$ cat config.mk
export PLATFORM = sky130hd
export DESIGN_NAME = avalon_st_fifo_flat
export DESIGN_NICKNAME = d
export VERILOG_FILES = /design/src/rtl/avalon_st_pkg.sv /design/src/rtl/avalon_st_if.sv /design/src/rtl/fifo_mem.sv /design/src/rtl/avalon_st_fifo.sv /design/src/flat_wrapper.sv
export SDC_FILE = /design/constraint.sdc
export NUM_CORES = 2
export LEC_CHECK = 0
export ABC_AREA = 1
export CAP_MARGIN = 20
export CORE_ASPECT_RATIO = 0.9
export CORE_UTILIZATION = 45
export CTS_CLUSTER_DIAMETER = 60
export DETAILED_ROUTE_END_ITERATION = 7
export GPL_ROUTABILITY_DRIVEN = 0
export PLACE_DENSITY = 0.64
export SLEW_MARGIN = 10
export SYNTH_ARGS = -nofsm -noshare
export SYNTH_HDL_FRONTEND = slang
export SYNTH_SLANG_ARGS = --single-unit
$ cat constraint.sdc
create_clock -name clk -period 18.41 [get_ports clk]
set_input_delay 4.6025 -clock clk [delete_from_list [all_inputs] [get_ports clk]]
set_output_delay 4.6025 -clock clk [all_outputs]
set_load 0.005 [all_outputs]
$ cat src/rtl/avalon_st_pkg.sv
// Shared types and sizing helpers for the Avalon-ST FIFO slice.
package avalon_st_pkg;

    localparam int unsigned BEAT_BYTES = 16;
    localparam int unsigned DATA_WIDTH = 8 * BEAT_BYTES;

    function automatic int unsigned empty_width(input int unsigned bytes);
        return (bytes > 1) ? $clog2(bytes) : 1;
    endfunction

    function automatic int unsigned ptr_width(input int unsigned depth);
        return $clog2(depth) + 1;
    endfunction

    localparam int unsigned EMPTY_WIDTH = empty_width(BEAT_BYTES);

    typedef struct packed {
        logic [DATA_WIDTH-1:0]  data;
        logic                   sop;
        logic                   eop;
        logic [EMPTY_WIDTH-1:0] empty;
    } avalon_beat_t;

endpackage

$ cat src/rtl/avalon_st_if.sv
// Avalon-ST stream bundle; master drives the beat, slave drives rdy.
interface avalon_st_if
    import avalon_st_pkg::*;
#(
    parameter int unsigned DATA_WIDTH_IN_BYTES = 16
);
    logic [8*DATA_WIDTH_IN_BYTES-1:0]               data;
    logic                                           valid;
    logic                                           sop;
    logic                                           eop;
    logic [empty_width(DATA_WIDTH_IN_BYTES)-1:0]    empty;
    logic                                           rdy;

    modport master (output data, valid, sop, eop, empty, input rdy);
    modport slave  (input data, valid, sop, eop, empty, output rdy);
endinterface

$ cat src/rtl/fifo_mem.sv
// Simple dual-port beat storage: synchronous write, asynchronous read.
module fifo_mem
    import avalon_st_pkg::*;
#(
    parameter int unsigned DEPTH      = 16,
    parameter int unsigned ADDR_WIDTH = 4
) (
    input  logic                  clk,
    input  logic                  we,
    input  logic [ADDR_WIDTH-1:0] waddr,
    input  avalon_beat_t          wdata,
    input  logic [ADDR_WIDTH-1:0] raddr,
    output avalon_beat_t          rdata
);
    avalon_beat_t mem [DEPTH];

    always_ff @(posedge clk) begin
        if (we) begin
            mem[waddr] <= wdata;
        end
    end

    assign rdata = mem[raddr];
endmodule

$ cat src/rtl/avalon_st_fifo.sv
// First-word-fall-through Avalon-ST beat FIFO with fill level and packet-tail count.
module avalon_st_fifo
    import avalon_st_pkg::*;
#(
    parameter int unsigned DATA_WIDTH_IN_BYTES = 16,
    parameter int unsigned DEPTH               = 16,
    parameter int unsigned ALMOST_FULL_THRESH  = DEPTH - 4
) (
    input  logic                        clk,
    input  logic                        rst,
    avalon_st_if.slave                  sink,
    avalon_st_if.master                 src,
    output logic [ptr_width(DEPTH)-1:0] fill_level,
    output logic [ptr_width(DEPTH)-1:0] pkt_count,
    output logic                        almost_full
);
    localparam int unsigned PW = ptr_width(DEPTH);
    localparam int unsigned AW = PW - 1;

    logic [PW-1:0] wr_ptr_q, wr_ptr_d;
    logic [PW-1:0] rd_ptr_q, rd_ptr_d;
    logic [PW-1:0] pkt_count_q, pkt_count_d;
    logic [PW-1:0] fill_d;
    logic          rdy_q, rdy_d;
    logic          fifo_empty, full, push, pop;
    avalon_beat_t  wr_beat, head, last_q, out_beat;

    assign fifo_empty = (wr_ptr_q == rd_ptr_q);
    assign full       = (wr_ptr_q[PW-1] != rd_ptr_q[PW-1]) &&
                        (wr_ptr_q[AW-1:0] == rd_ptr_q[AW-1:0]);
    assign push       = sink.valid && rdy_q && !full;
    assign pop        = !fifo_empty && src.rdy;

    assign wr_beat.data  = DATA_WIDTH'(sink.data);
    assign wr_beat.sop   = sink.sop;
    assign wr_beat.eop   = sink.eop;
    assign wr_beat.empty = EMPTY_WIDTH'(sink.empty);

    fifo_mem #(
        .DEPTH      (DEPTH),
        .ADDR_WIDTH (AW)
    ) u_mem (
        .clk   (clk),
        .we    (push),
        .waddr (wr_ptr_q[AW-1:0]),
        .wdata (wr_beat),
        .raddr (rd_ptr_q[AW-1:0]),
        .rdata (head)
    );

    always_comb begin
        wr_ptr_d    = wr_ptr_q + PW'(push);
        rd_ptr_d    = rd_ptr_q + PW'(pop);
        pkt_count_d = pkt_count_q + PW'(push && sink.eop) - PW'(pop && head.eop);
        fill_d      = wr_ptr_d - rd_ptr_d;
        rdy_d       = (fill_d != PW'(DEPTH));
    end

    always_ff @(posedge clk or negedge rst) begin
        if (!rst) begin
            wr_ptr_q    <= '0;
            rd_ptr_q    <= '0;
            pkt_count_q <= '0;
            rdy_q       <= 1'b0;
            last_q      <= '0;
        end else begin
            wr_ptr_q    <= wr_ptr_d;
            rd_ptr_q    <= rd_ptr_d;
            pkt_count_q <= pkt_count_d;
            rdy_q       <= rdy_d;
            if (pop) begin
                last_q <= head;
            end
        end
    end

    // While empty, present the last popped beat so the outputs hold instead of showing stale RAM.
    assign out_beat = fifo_empty ? last_q : head;

    assign sink.rdy    = rdy_q;
    assign src.valid   = !fifo_empty;
    assign src.data    = out_beat.data[8*DATA_WIDTH_IN_BYTES-1:0];
    assign src.sop     = out_beat.sop;
    assign src.eop     = out_beat.eop;
    assign src.empty   = out_beat.empty;
    assign fill_level  = wr_ptr_q - rd_ptr_q;
    assign pkt_count   = pkt_count_q;
    assign almost_full = (fill_level >= PW'(ALMOST_FULL_THRESH));
endmodule

$ cat src/flat_wrapper.sv
// flat-port wrapper written by rule: the top's interface ports become plain ports
module avalon_st_fifo_flat import avalon_st_pkg::*;
#(
    parameter int unsigned DATA_WIDTH_IN_BYTES = 16,
    parameter int unsigned DEPTH               = 16,
    parameter int unsigned ALMOST_FULL_THRESH  = DEPTH - 4
)
  (clk, rst, fill_level, pkt_count, almost_full, sink_data, sink_valid, sink_sop, sink_eop, sink_empty, sink_rdy, src_data, src_valid, src_sop, src_eop, src_empty, src_rdy);
  avalon_st_if #(.DATA_WIDTH_IN_BYTES(DATA_WIDTH_IN_BYTES)) sink_i ();
  avalon_st_if #(.DATA_WIDTH_IN_BYTES(DATA_WIDTH_IN_BYTES)) src_i ();
  input  logic clk;
  input  logic rst;
  output logic [ptr_width(DEPTH)-1:0] fill_level;
  output logic [ptr_width(DEPTH)-1:0] pkt_count;
  output logic almost_full;
  input wire logic [$bits(sink_i.data)-1:0] sink_data;
  input wire logic [$bits(sink_i.valid)-1:0] sink_valid;
  input wire logic [$bits(sink_i.sop)-1:0] sink_sop;
  input wire logic [$bits(sink_i.eop)-1:0] sink_eop;
  input wire logic [$bits(sink_i.empty)-1:0] sink_empty;
  output wire logic [$bits(sink_i.rdy)-1:0] sink_rdy;
  output wire logic [$bits(src_i.data)-1:0] src_data;
  output wire logic [$bits(src_i.valid)-1:0] src_valid;
  output wire logic [$bits(src_i.sop)-1:0] src_sop;
  output wire logic [$bits(src_i.eop)-1:0] src_eop;
  output wire logic [$bits(src_i.empty)-1:0] src_empty;
  input wire logic [$bits(src_i.rdy)-1:0] src_rdy;
  assign sink_i.data = sink_data;
  assign sink_i.valid = sink_valid;
  assign sink_i.sop = sink_sop;
  assign sink_i.eop = sink_eop;
  assign sink_i.empty = sink_empty;
  assign sink_rdy = sink_i.rdy;
  assign src_data = src_i.data;
  assign src_valid = src_i.valid;
  assign src_sop = src_i.sop;
  assign src_eop = src_i.eop;
  assign src_empty = src_i.empty;
  assign src_i.rdy = src_rdy;
  avalon_st_fifo #(.DATA_WIDTH_IN_BYTES(DATA_WIDTH_IN_BYTES), .DEPTH(DEPTH), .ALMOST_FULL_THRESH(ALMOST_FULL_THRESH)) u_core (.clk(clk), .rst(rst), .sink(sink_i), .src(src_i), .fill_level(fill_level), .pkt_count(pkt_count), .almost_full(almost_full));
endmodule
==> reports/summary.md <==
### Route
• **antenna viol nets, final** 0
• **number of remaining DRC errors** 0
• **number of iterations in the first detailed-routing pass** 5
• **Avg Vias per Cell** 5.48
• **1st-iter DRT viols** 6442
• **vias post-DR** 62600
• **post-detailed-route wirelength per cell** 23.3 um
• **routed wire length** 266000 um

### STA
• **worst-case clock skew** 0.0317 ns
• **max_slew headroom** 22.7%
• **total negative slack for setup checks** 0 ns
• **RSZ-0062 raised after global routing** no
• **count of final max-slew check failures** 0
• **endpoints failing hold** 0
• **final clock period utilization by the worst path** 59.9%
• **final setup violating endpoints** 0
• **transition time at the pin with the least slew margin** 1.16 ns
• **Fmax** 90.7 MHz
• **hold_ws** 0.478 ns
• **shortest period the worst path allows** 11.03 ns
• **worst setup slack after layout** 7.38 ns

### CTS
• **Clock Pin Slew Worst Setup and Hold Paths** 0.06 ns
• **Clock H-tree levels** 4
• **number of hold buffers added after cts** 0
• **Bufs on Longest Clock Path** 3
• **clock network latency to the later pin of the worst-skew pair** 0.87 ns
• **number of clock buffers inserted by TritonCTS** 231
• **post-cts resize count** 0
• **number of clock sinks** 2294
• **clock tree from TritonCTS** done
• **Root Buffer** sky130_fd_sc_hd__clkbuf_16
• **number of buffers inserted to repair setup after CTS** 0

### Logic synthesis
• **mapped cell area** 93800 um2
• **synthesized instance count** 8358
• **net count of the mapped netlist** 8514
• **Synth Warn #** 0
• **register area share after synthesis** 72.6%
• **count of different cell masters after synthesis** 23
• **proportion of synthesized flip-flops having asynchronous set or reset** 6.54%
• **number of synthesized register bits** 2294
• **most common flop cell mapped by yosys** sky130_fd_sc_hd__edfxtp_1
• **Post-Syn Area per Cell** 11.2 um2
• **number of enable flip-flop cells after synthesis** 2144

### Power
• **power density over cell area** 170 nW/um2
• **worst vdd ir** 122 uV
• **overall power** 18.1 mW
• **Pleak** 40.3 nW

### Worst setup path
• **sequence of cells on the critical path** buf_4 -> buf_4 -> buf_4 -> buf_4 -> nor2_1 -> nor2_1 -> o21ai_0 -> nand3_1 -> nand3_1 -> nand2_1 -> nand2_1 -> nand2_1 -> clkdlybuf4s50_1
• **critical path class** reg2out
• **WP data required** 13.81 ns
• **crit path DAT** 6.43 ns
• **worst-path maximum fanout** 85
• **kind of end point of the critical path** output pin
• **critical path's most frequent cell** sky130_fd_sc_hd__buf_4
• **library cell contributing the largest single delay on the critical path** sky130_fd_sc_hd__dfrtp_4
• **buffering stage count on the worst path with inverters included** 5
• **Critical Path Source Type** flip-flop
• **delay of the slowest cell on the worst path** 0.92 ns
• **family of cells with the greatest summed delay on the critical path** buffers and inverters

### Placed design
• **total cell area at the placement stage** 99000 um2
• **count of input and output buffers** 284
• **Place WS** 8.35 ns
• **cell total after placement** 11000
• **DPL Wire Length** 132000 um

### Die
• **die width** 483 um
• **IO Pins** 285
• **die span in y** 435 um
• **effective utilization at floorplan** 45.4%
• **Site Rows** 158
• **core outline area** 207000 um2
• **Die Outline Area** 210000 um2

### Layout
• **total number of nets in the final design** 8634
• **most common cell after layout, fill and taps aside** sky130_fd_sc_hd__nand2_1
• **core occupancy in the finished layout** 51.5%
• **share of cells above drive strength 1** 5.66%
• **cell area after layout** 106000 um2
• **Area growth syn-to-layout** 13.5%
• **count of placed standard cells in the final layout, fillers left out** 11400
• **highest-count cells in the layout ignoring fill and taps** sky130_fd_sc_hd__nand2_1 (3304), sky130_fd_sc_hd__edfxtp_1 (2144), sky130_fd_sc_hd__nand3_1 (1320)

### Global route
• **GR Util All Layers** 25.0%
• **vias in the first global route** 59700
• **antenna violations before repair** 40
• **wire length of the first global-routing pass** 394000 um
• **pin count of the biggest net entering global routing** 210
• **total overflow reported by the global router** 0

### Outcome
• **run status** completed

### Flow run
• **Max-Cap Viols** 0

### Min path
• **Hold WC Path Type** reg2reg

-- state kept, by name (all words and copies together), names as in the netlist --
signal            flops
u_core.u_mem.mem   2144
u_core.wr_ptr_q       5
u_core.last_q       134
u_core.pkt_count      5
u_core.rd_ptr_q       5
u_core.sink.rdy       1
-- tightest hold or removal path, delay by kind of cell (launching register included) --
kind          cells  cell delay, ns
flops             1            0.34
simple gates      2            0.10
-- cells in the mapped netlist, types with 8 or more instances --
master	number	area share (%)
sky130_fd_sc_hd__clkbuf_1	176	0.70
sky130_fd_sc_hd__buf_2	232	1.2
sky130_fd_sc_hd__xor2_1	8	0.075
sky130_fd_sc_hd__buf_1	90	0.36
sky130_fd_sc_hd__o211ai_1	117	0.94
sky130_fd_sc_hd__or2_2	29	0.19
sky130_fd_sc_hd__edfxtp_1	2144	69
sky130_fd_sc_hd__nor2_1	345	1.4
sky130_fd_sc_hd__ha_1	16	0.21
sky130_fd_sc_hd__nand2_1	3306	13
sky130_fd_sc_hd__dfrtp_1	150	4.0
sky130_fd_sc_hd__nand3_1	1320	7.0
sky130_fd_sc_hd__inv_1	232	0.93
sky130_fd_sc_hd__or2_0	12	0.080
sky130_fd_sc_hd__o21ai_0	159	0.85
-- routing by layer --
| metal | vias up | global-route usage [%] | wire, um |
|---|---|---|---|
| li1 | 28800 | - | - |
| met1 | 30900 | 33.0 | 109000 |
| met2 | 2415 | 42.2 | 130000 |
| met3 | 494 | 3.38 | 17800 |
| met4 | 22 | 8.82 | 8940 |
| met5 | - | 0 | 146 |
-- kinds of logic (layout without fill, tap and decap cells) --
kind of cell	Yosys count	after routing	share of synthesized area [%]
flip-flops	2294	2294	72.6
other	0	19	0
AND/OR/NAND/NOR	5015	5015	21.9
adder cells (fa/ha/maj)	18	18	0.256
buffers and inverters	740	1056	3.29
XOR/XNOR	10	10	0.0933
AO/OA/AOI/OAI	281	281	1.81
-- cell type report --
type	count	area, um2
antenna	19	47.5
clock buffer	321	6460
clock inverter	108	927
fill	17600	100000
inverter	237	930
multi-input combinational	5324	22700
sequential	2294	68200
tap	2720	3400
timing repair buffer	390	3800
-- worst paths after layout --
path | start | to | slack, ns | depth (start not counted)
min in group asynchronous | rst | u_core.last_q[108] | 3.75 | 1
worst max-delay path | u_core.rd_ptr_q[0] | src_data[37] | 7.38 | 13
worst min register to register | u_core.last_q[94] | u_core.last_q[94] | 0.48 | 2
worst min-delay path | u_core.last_q[94] | u_core.last_q[94] | 0.48 | 2
worst max register to register | u_core.rd_ptr_q[0] | u_core.last_q[74] | 11.29 | 13
max in group asynchronous | rst | u_core.last_q[57] | 12.45 | 3
-- where the power goes --
| group | switching, mW | leakage, nW | internal, mW |
|---|---|---|---|
| clock | 1.97 | 3.60 | 2.62 |
| combinational | 4.63 | 15.5 | 2.19 |
| sequential | 0.288 | 21.2 | 6.39 |
| total | 6.89 | 40.3 | 11.2 |
Power figures use the tool's default switching activity.
